`config.mk`:
```
export PLATFORM = sky130hd
export DESIGN_NAME = apb_rr_master_arbiter
export DESIGN_NICKNAME = d
export VERILOG_FILES = /design/src/rtl/apb_rr_master_arbiter.sv
export SDC_FILE = /design/constraint.sdc
export NUM_CORES = 1
export LEC_CHECK = 0
export BUFFER_PORTS_ARGS = -buffer_cell sky130_fd_sc_hd__buf_4
export CAP_MARGIN = 20
export CORE_AREA = 2 2 156 158
export DETAILED_ROUTE_END_ITERATION = 10
export DIE_AREA = 0 0 158 160
export PLACE_DENSITY_LB_ADDON = 0.3
export SLEW_MARGIN = 15
export SYNTH_ARGS = -nofsm -noshare
export SYNTH_HDL_FRONTEND = slang
export SYNTH_SLANG_ARGS = --single-unit
export TNS_END_PERCENT = 100
```
`constraint.sdc`:
```
create_clock -name pclk -period 7 [get_ports pclk]
set_input_delay 1.4 -clock pclk [delete_from_list [all_inputs] [get_ports pclk]]
set_output_delay 1.4 -clock pclk [all_outputs]
set_load 0.01 [all_outputs]
```
`src/rtl/apb_rr_master_arbiter.sv`:
```
// Round-robin arbiter that shares one APB master port between N_REQ requesters.
// A granted command runs through SETUP and ACCESS. Read data and error status
// go back to the requester that won the grant.
module apb_rr_master_arbiter #(
    parameter int N_REQ       = 4,
    parameter int AW          = 32,
    parameter int DW          = 32,
    parameter int TIMEOUT_CYC = 256
) (
    input  logic                pclk,
    input  logic                presetn,
    input  logic [N_REQ-1:0]    req_valid,
    input  logic [N_REQ-1:0]    req_write,
    input  logic [N_REQ*AW-1:0] req_addr,
    input  logic [N_REQ*DW-1:0] req_wdata,
    output logic [N_REQ-1:0]    req_ready,
    output logic [N_REQ-1:0]    rsp_valid,
    output logic [DW-1:0]       rsp_rdata,
    output logic                rsp_err,
    output logic                psel,
    output logic                penable,
    output logic                pwrite,
    output logic [AW-1:0]       paddr,
    output logic [DW-1:0]       pwdata,
    input  logic [DW-1:0]       prdata,
    input  logic                pready,
    input  logic                pslverr
);

    // Pointer/owner width: at least one bit, even when there is a single requester.
    localparam int PW = (N_REQ > 1) ? $clog2(N_REQ) : 1;
    // Timeout counter width. A disabled timeout still gets a one-bit counter, which never moves.
    localparam int TW = (TIMEOUT_CYC > 0) ? $clog2(TIMEOUT_CYC + 1) : 1;

    typedef enum logic [1:0] {
        ST_IDLE   = 2'd0,
        ST_SETUP  = 2'd1,
        ST_ACCESS = 2'd2
    } state_t;

    state_t             state_q, state_d;
    logic [PW-1:0]      ptr_q, ptr_d;
    logic [PW-1:0]      owner_q, owner_d;
    logic [TW-1:0]      tcnt_q, tcnt_d;
    logic               psel_q, psel_d;
    logic               penable_q, penable_d;
    logic               pwrite_q, pwrite_d;
    logic [AW-1:0]      paddr_q, paddr_d;
    logic [DW-1:0]      pwdata_q, pwdata_d;
    logic [N_REQ-1:0]   req_ready_q, req_ready_d;
    logic [N_REQ-1:0]   rsp_valid_q, rsp_valid_d;
    logic [DW-1:0]      rsp_rdata_q, rsp_rdata_d;
    logic               rsp_err_q, rsp_err_d;

    logic [PW:0]        idx_sum;
    logic               found;
    logic [PW-1:0]      winner;
    logic [PW-1:0]      ptr_after_win;
    logic               timeout_hit;
    logic               arb_en;

    // Round-robin search: first valid requester starting at ptr, wrapping modulo N_REQ.
    always_comb begin
        found   = 1'b0;
        winner  = '0;
        idx_sum = '0;
        for (int k = 0; k < N_REQ; k++) begin
            idx_sum = {1'b0, ptr_q} + (PW+1)'(k);
            if (idx_sum >= (PW+1)'(N_REQ)) begin
                idx_sum = idx_sum - (PW+1)'(N_REQ);
            end
            if (!found && req_valid[idx_sum[PW-1:0]]) begin
                found  = 1'b1;
                winner = idx_sum[PW-1:0];
            end
        end
    end

    assign ptr_after_win = (winner == PW'(N_REQ - 1)) ? '0 : winner + 1'b1;
    assign timeout_hit   = (TIMEOUT_CYC > 0) && (tcnt_q == TW'(TIMEOUT_CYC - 1));

    // Next-state logic: phase sequencing, completion/abort handling and grant decisions.
    always_comb begin
        state_d     = state_q;
        ptr_d       = ptr_q;
        owner_d     = owner_q;
        tcnt_d      = tcnt_q;
        psel_d      = psel_q;
        penable_d   = penable_q;
        pwrite_d    = pwrite_q;
        paddr_d     = paddr_q;
        pwdata_d    = pwdata_q;
        req_ready_d = '0;
        rsp_valid_d = '0;
        rsp_rdata_d = rsp_rdata_q;
        rsp_err_d   = rsp_err_q;
        arb_en      = 1'b0;

        case (state_q)
            ST_IDLE: begin
                arb_en = 1'b1;
            end
            ST_SETUP: begin
                state_d   = ST_ACCESS;
                penable_d = 1'b1;
                tcnt_d    = '0;
            end
            ST_ACCESS: begin
                if (pready) begin
                    rsp_valid_d[owner_q] = 1'b1;
                    rsp_rdata_d          = pwrite_q ? '0 : prdata;
                    rsp_err_d            = pslverr;
                    arb_en               = 1'b1;
                end else if (timeout_hit) begin
                    // Slave never answered: abort and report an error with no data.
                    rsp_valid_d[owner_q] = 1'b1;
                    rsp_rdata_d          = '0;
                    rsp_err_d            = 1'b1;
                    arb_en               = 1'b1;
                end else if (TIMEOUT_CYC > 0) begin
                    tcnt_d = tcnt_q + 1'b1;
                end
            end
            default: begin
                state_d   = ST_IDLE;
                psel_d    = 1'b0;
                penable_d = 1'b0;
            end
        endcase

        // A winner in a completion cycle chains straight into the next SETUP.
        if (arb_en) begin
            if (found) begin
                state_d             = ST_SETUP;
                psel_d              = 1'b1;
                penable_d           = 1'b0;
                req_ready_d[winner] = 1'b1;
                ptr_d               = ptr_after_win;
                owner_d             = winner;
                pwrite_d            = req_write[winner];
                paddr_d             = req_addr[int'(winner)*AW +: AW];
                pwdata_d            = req_wdata[int'(winner)*DW +: DW];
            end else begin
                state_d   = ST_IDLE;
                psel_d    = 1'b0;
                penable_d = 1'b0;
            end
        end
    end

    // State and output registers. An asynchronous reset drops any transfer that is in flight.
    always_ff @(posedge pclk or negedge presetn) begin
        if (!presetn) begin
            state_q     <= ST_IDLE;
            ptr_q       <= '0;
            owner_q     <= '0;
            tcnt_q      <= '0;
            psel_q      <= 1'b0;
            penable_q   <= 1'b0;
            pwrite_q    <= 1'b0;
            paddr_q     <= '0;
            pwdata_q    <= '0;
            req_ready_q <= '0;
            rsp_valid_q <= '0;
            rsp_rdata_q <= '0;
            rsp_err_q   <= 1'b0;
        end else begin
            state_q     <= state_d;
            ptr_q       <= ptr_d;
            owner_q     <= owner_d;
            tcnt_q      <= tcnt_d;
            psel_q      <= psel_d;
            penable_q   <= penable_d;
            pwrite_q    <= pwrite_d;
            paddr_q     <= paddr_d;
            pwdata_q    <= pwdata_d;
            req_ready_q <= req_ready_d;
            rsp_valid_q <= rsp_valid_d;
            rsp_rdata_q <= rsp_rdata_d;
            rsp_err_q   <= rsp_err_d;
        end
    end

    assign req_ready = req_ready_q;
    assign rsp_valid = rsp_valid_q;
    assign rsp_rdata = rsp_rdata_q;
    assign rsp_err   = rsp_err_q;
    assign psel      = psel_q;
    assign penable   = penable_q;
    assign pwrite    = pwrite_q;
    assign paddr     = paddr_q;
    assign pwdata    = pwdata_q;

endmodule

```
# Word-level counts from Yosys, hierarchy flattened
# Index checks and enable logic that the tools add are counted.
classes:
  magnitude_cmp: 12
  n_reduce_logical: 16
  add_sub_neg: 9
  n_mux: 51
  shifts: 2
  n_eq_ne: 8
op_table:
  columns: ["op", "count"]
  rows:
  - ["indexed part select 128 x 8 -> 32 bit", 2]
  - ["two-way mux 32 bit", 3]
  - ["two-way mux 1 bit", 20]
  - ["two-way mux 2 bit", 10]
  - ["two-way mux 4 bit", 5]
  - ["< comparator 2 x 3 -> 1 bit, second input constant", 6]
  - ["two-way mux 9 bit", 2]
  - ["one-hot mux 9 bit (2 select lines)", 1]
  - ["binary-select mux 1 bit (select 2 bit)", 5]
  - ["adder 9 x 1 -> 9 bit, second input constant", 1]
  - ["equality test 9 x 8 -> 1 bit, second input constant", 1]
  - [">= comparator 3 bit, second input constant", 3]
  - ["subtractor 2 x 1 -> 2 bit, second input constant", 4]
  - ["adder 2 x 2 -> 3 bit, second input constant", 2]
  - ["logical AND 1 bit", 5]
  - ["demux 1 bit (select 2 bit)", 2]
  - ["equality test 2 bit, second input constant", 2]
  - [">= comparator 2 x 1 -> 1 bit, second input constant", 2]
  - ["inequality test 2 x 1 -> 1 bit, second input constant", 2]
  - ["inequality test 2 bit, second input constant", 2]
  - ["one-hot mux 1 bit (2 select lines)", 2]
  - ["one-hot mux 2 bit (2 select lines)", 1]
  - ["AND reduction 2 bit", 2]
  - ["nonzero test 2 bit", 2]
  - ["other kinds (9)", 11]
word_totals:
  input_bits: 300
  reg_bits: 123
  output_inout_bits: 108
  wordCells: 111

# Logic depth before layout (Yosys ltp)
logic_depth:
  depth_word: 20
  mapped_depth: 12
  mapped_depth_nobuf: 10

# Worst setup path after synthesis
# No wires, ideal clock.
synth_timing:
  kind: "input -> register"
  start: "input port req_valid[2]"
  end: "register paddr_q[10], in the netlist paddr[10]"
  arrival_ns: 2.522
  setup_time_ns: 0.138
  slack_ns: 4.340
  t_required_ns: 6.862
  cell_stages: 6
  n_path_buf: 2
  path_cell_list: "o41ai_4 > inv_2 > nand2_1 > buf_4 > buf_2 > o221ai_1"
synth_between:
  elab_chain_len: 13
  elab_cells_between_ends: 24
  classes_between: "shift: 1; mux: 16; reduce/logical: 7"
synth_rtl:
  columns: ["item", "line_no", "source"]
  rows:
  - ["start, declared", "12", "input logic [N_REQ-1:0] req_valid,"]
  - ["binary-select mux 1 bit (select 2 bit)", "72", "if (!found && req_valid[idx_sum[PW-1:0]]) begin"]
  - ["two-way mux 1 bit (implied by the code)", "72", null]
  - ["two-way mux 1 bit", "72", null]
  - ["logical NOT 1 bit", "72", null]
  - ["logical AND 1 bit", "72", null]
  - ["two-way mux 1 bit", "72", null]
  - ["logical NOT 1 bit", "72", null]
  - ["logical AND 1 bit", "72", null]
  - ["two-way mux 1 bit", "72", null]
  - ["logical NOT 1 bit", "72", null]
  - ["logical AND 1 bit", "72", null]
  - ["two-way mux 2 bit or two-way mux 1 bit (tied branches)", "72", null]
  - ["indexed part select 128 x 8 -> 32 bit or AND reduction 2 bit (tied branches)", null, null]
  - ["end signal, assigned", "175", "paddr_q <= paddr_d;"]
  - ["end, declared", "48", "logic [AW-1:0] paddr_q, paddr_d;"]
# Parallel ways exist; a longest one is shown, timed or not. The select of a mux whose other input is x is not followed.
# A chain may end at the register's enable or synchronous reset.

# Worst setup path in the final report
layout_timing:
  start: "input port req_valid[0]"
  end: "register paddr_q[21], in the netlist paddr[21]"
# The elaborated chain is that of the path after synthesis.

==> key figures <==
Run status
  – Status: complete, no violations

Worst setup path
  – Crit path DAT: 3.28 ns
  – Crit Path Class: in -> reg
  – CP endpoint kind: register
  – Startpoint types: primary input
  – Critical Path RT: 7.25 ns
  – Crit path max fanout: 135

CTS
  – CTS root buffer: clkbuf_16
  – Post CTS Setup Buffer Count: 0
  – Post-cts sizing count: 0
  – CTS tree: done
  – Worst-Skew Late Latency: 0.42 ns
  – Total CTS buffers: 17
  – Clk buf depth: 2
  – # clock sinks: 122
  – CTS H-Tree Depth: 4
  – # hold bufs at CTS: 0
  – Clk slew on worst S/H paths: 0.06 ns

Synthesis
  – Synth async-reset ratio: 100%
  – Gate Count Post-Synth: 543
  – Syn Area/Cell: 11.4 µm²
  – Yosys warnings: 0
  – Post-synth EDFFs: 0
  – Seq/Total Area, Yosys: 49.4%
  – Synthesized area: 6180 µm²
  – #FFs+latches synth: 122
  – Main synth FF type: dfrtp_1
  – Synth Net Count: 846
  – Yosys cell types: 37

Timing
  – Final period util: 43.3%
  – Setup TNS: 0 ns
  – Relative slew margins: 35.9%
  – Worst Skew: 0.0117 ns
  – Unrepaired setup endpoints after global routing: false
  – Tmin final: 3.03 ns
  – Actual slew at the worst max-slew pin: 0.962 ns
  – Pins Over Slew Limit: 0
  – Setup violators final: 0
  – Hold Slack: 0.468 ns
  – Final Hold Vio Count: 0
  – Max Clk Rate: 330 MHz

GRT
  – Largest net degree at the start of global routing: 136
  – Vias in the first global route: 6212
  – First-pass GRT wire length: 34.8 mm
  – Tot GR Track Use: 17.9%
  – Grt ovf: 0
  – Initial antenna violation count: 0

Power
  – Clock Power Share: 22.6%
  – PwrDens: 398 nW/µm²
  – Sequential share of power: 30.0%
  – P_sw: 1.52 mW
  – Logic pwr share: 47.4%
  – Peak VDD IR: 0.000246 V
  – Pleak: 5.16 nW
  – Switching share of power: 37.6%
  – Internal power: 2.51 mW

Finish
  – Area of the multi-input gates: 2930 µm²
  – Diodes inserted: 0
  – Filler cells: 2412
  – Post-layout nets: 1236
  – FF/Latch Area: 3050 µm²
  – Most frequent cells in the layout: buf_4, mux2i_1, dfrtp_1
  – Most common cell after layout, fill and taps aside: buf_4
  – Area grow syn2layout: 63.8%
  – Fraction of layout cells with a size suffix above 1: 48.3%

Floorplanning
  – Placeable Area: 23800 µm²
  – Die X: 158 µm
  – Starting Density: 25.9%
  – Die area: 25300 µm²
  – I/O pins: 408
  – Die height: 160 µm
  – Row count: 57

Detailed routing
  – Drt drc: 0
  – DR vias: 5959
  – Final antenna-violating net count: 0
  – DRT Pass-1 Iters: 5
  – Wire length per cell: 17.7 µm
  – Routed wire length: 22.5 mm
  – Avg Vias per Cell: 4.69
  – Starting DRC count in detailed routing: 243

Placed design
  – Final HPWL DP: 16.6 mm
  – GP Congestion: 0.764
  – Port Buffers: 407

Run
  – Maxcap violations: 0

Hold path
  – HP Class: reg -> reg
-- area by class of cell --
type	instances	area share (%)
Tap cell	324	4.00
Sequential cell	122	30.2
Timing Repair Buffer	414	30.9
Multi-Input combinational cell	375	28.9
Clock inverter	15	1.76
Inverter	3	0.111
Clock buffer	17	4.20
-- registers in the layout, indices dropped and copies added, names as in the netlist --
name       flops
ptr_q          2
psel           1
pwdata        32
rsp_valid      4
rsp_err        1
paddr         32
req_ready      4
tcnt_q         9
rsp_rdata     32
owner_q        2
pwrite         1
state_q        2
-- cell families (layout without fill, tap and decap cells) --
group	after synthesis	count (layout)	share of synthesized area [%]
adder cells (fa/ha/maj)	3	3	0.607
multiplexers	133	133	21.5
AO/OA/AOI/OAI	114	114	15.7
XOR/XNOR	2	2	0.283
AND/OR/NAND/NOR	123	123	8.72
flip-flops	122	122	49.4
buffers and inverters	46	449	3.72
-- synthesized netlist by cell type (all sizes together), types with 2 or more instances --
library cell / instances / area share [%]
and3: 6 / 0.69
a22o: 32 / 4.5
inv: 3 / 0.18
o221ai: 65 / 9.2
nor3b: 2 / 0.24
xor2: 2 / 0.28
dfrtp: 122 / 49
nor2b: 2 / 0.20
nor3: 2 / 0.16
mux2i: 133 / 22
o21ai: 7 / 0.57
ha: 3 / 0.61
clkbuf: 16 / 0.97
nand2: 89 / 5.4
buf: 27 / 2.6
a21oi: 5 / 0.47
nand2b: 2 / 0.20
nor2: 10 / 0.73
nand3: 5 / 0.49
-- power groups by stage --
stage               clock (mW)  combinational (mW)  sequential (mW)
floorplan                    0               0.968             1.33
global placement             0                1.92             1.22
detailed placement           0                1.94             1.21
CTS                      0.940                1.94             1.21
global route             0.972                2.08             1.26
finish                   0.911                1.91             1.21
-- stage by stage --
stage | worst slack [ns] | area, µm² | instances | power [mW] | utilization [%]
after floorplan | 4.34 | 6180 | 543 | 2.30 | -
after global placement | 3.57 | 9520 | 1238 | 3.14 | 40.0
after detailed placement | 3.52 | 9520 | 1238 | 3.16 | 40.0
after CTS | 3.98 | 10100 | 1270 | 4.09 | 42.5
after global routing | 3.78 | 10100 | 1270 | 4.31 | 42.5
final | 3.97 | 10100 | 1270 | 4.03 | 42.5
-- critical path, cell delays in order --
cell	delay [ns]
buf_4	0.13
a21oi_1	0.24
a2bb2oi_4	0.18
buf_12	0.66
mux2i_1	0.41
o221ai_1	0.19
-- worst paths after layout --
path	from	to	slack, ns	cells after the start
setup / recovery	req_valid[0]	paddr[21]	3.97	6
setup reg to reg	tcnt_q[0]	paddr[16]	4.03	11
min in group asynchronous	presetn	psel	0.92	1
max in group asynchronous	presetn	pwdata[6]	4.74	2
hold / removal	tcnt_q[7]	tcnt_q[7]	0.47	1
hold reg to reg	tcnt_q[7]	tcnt_q[7]	0.47	1
-- layer usage --
layer	routed length [µm]	up-vias	GRT usage [%]
met5	0	-	0
met4	420	0	5.12
met3	1970	27	6.97
met2	11100	241	29.6
met1	9080	2849	21.4
li1	-	2842	-
No activity file was read; power rests on OpenSTA's default activity.
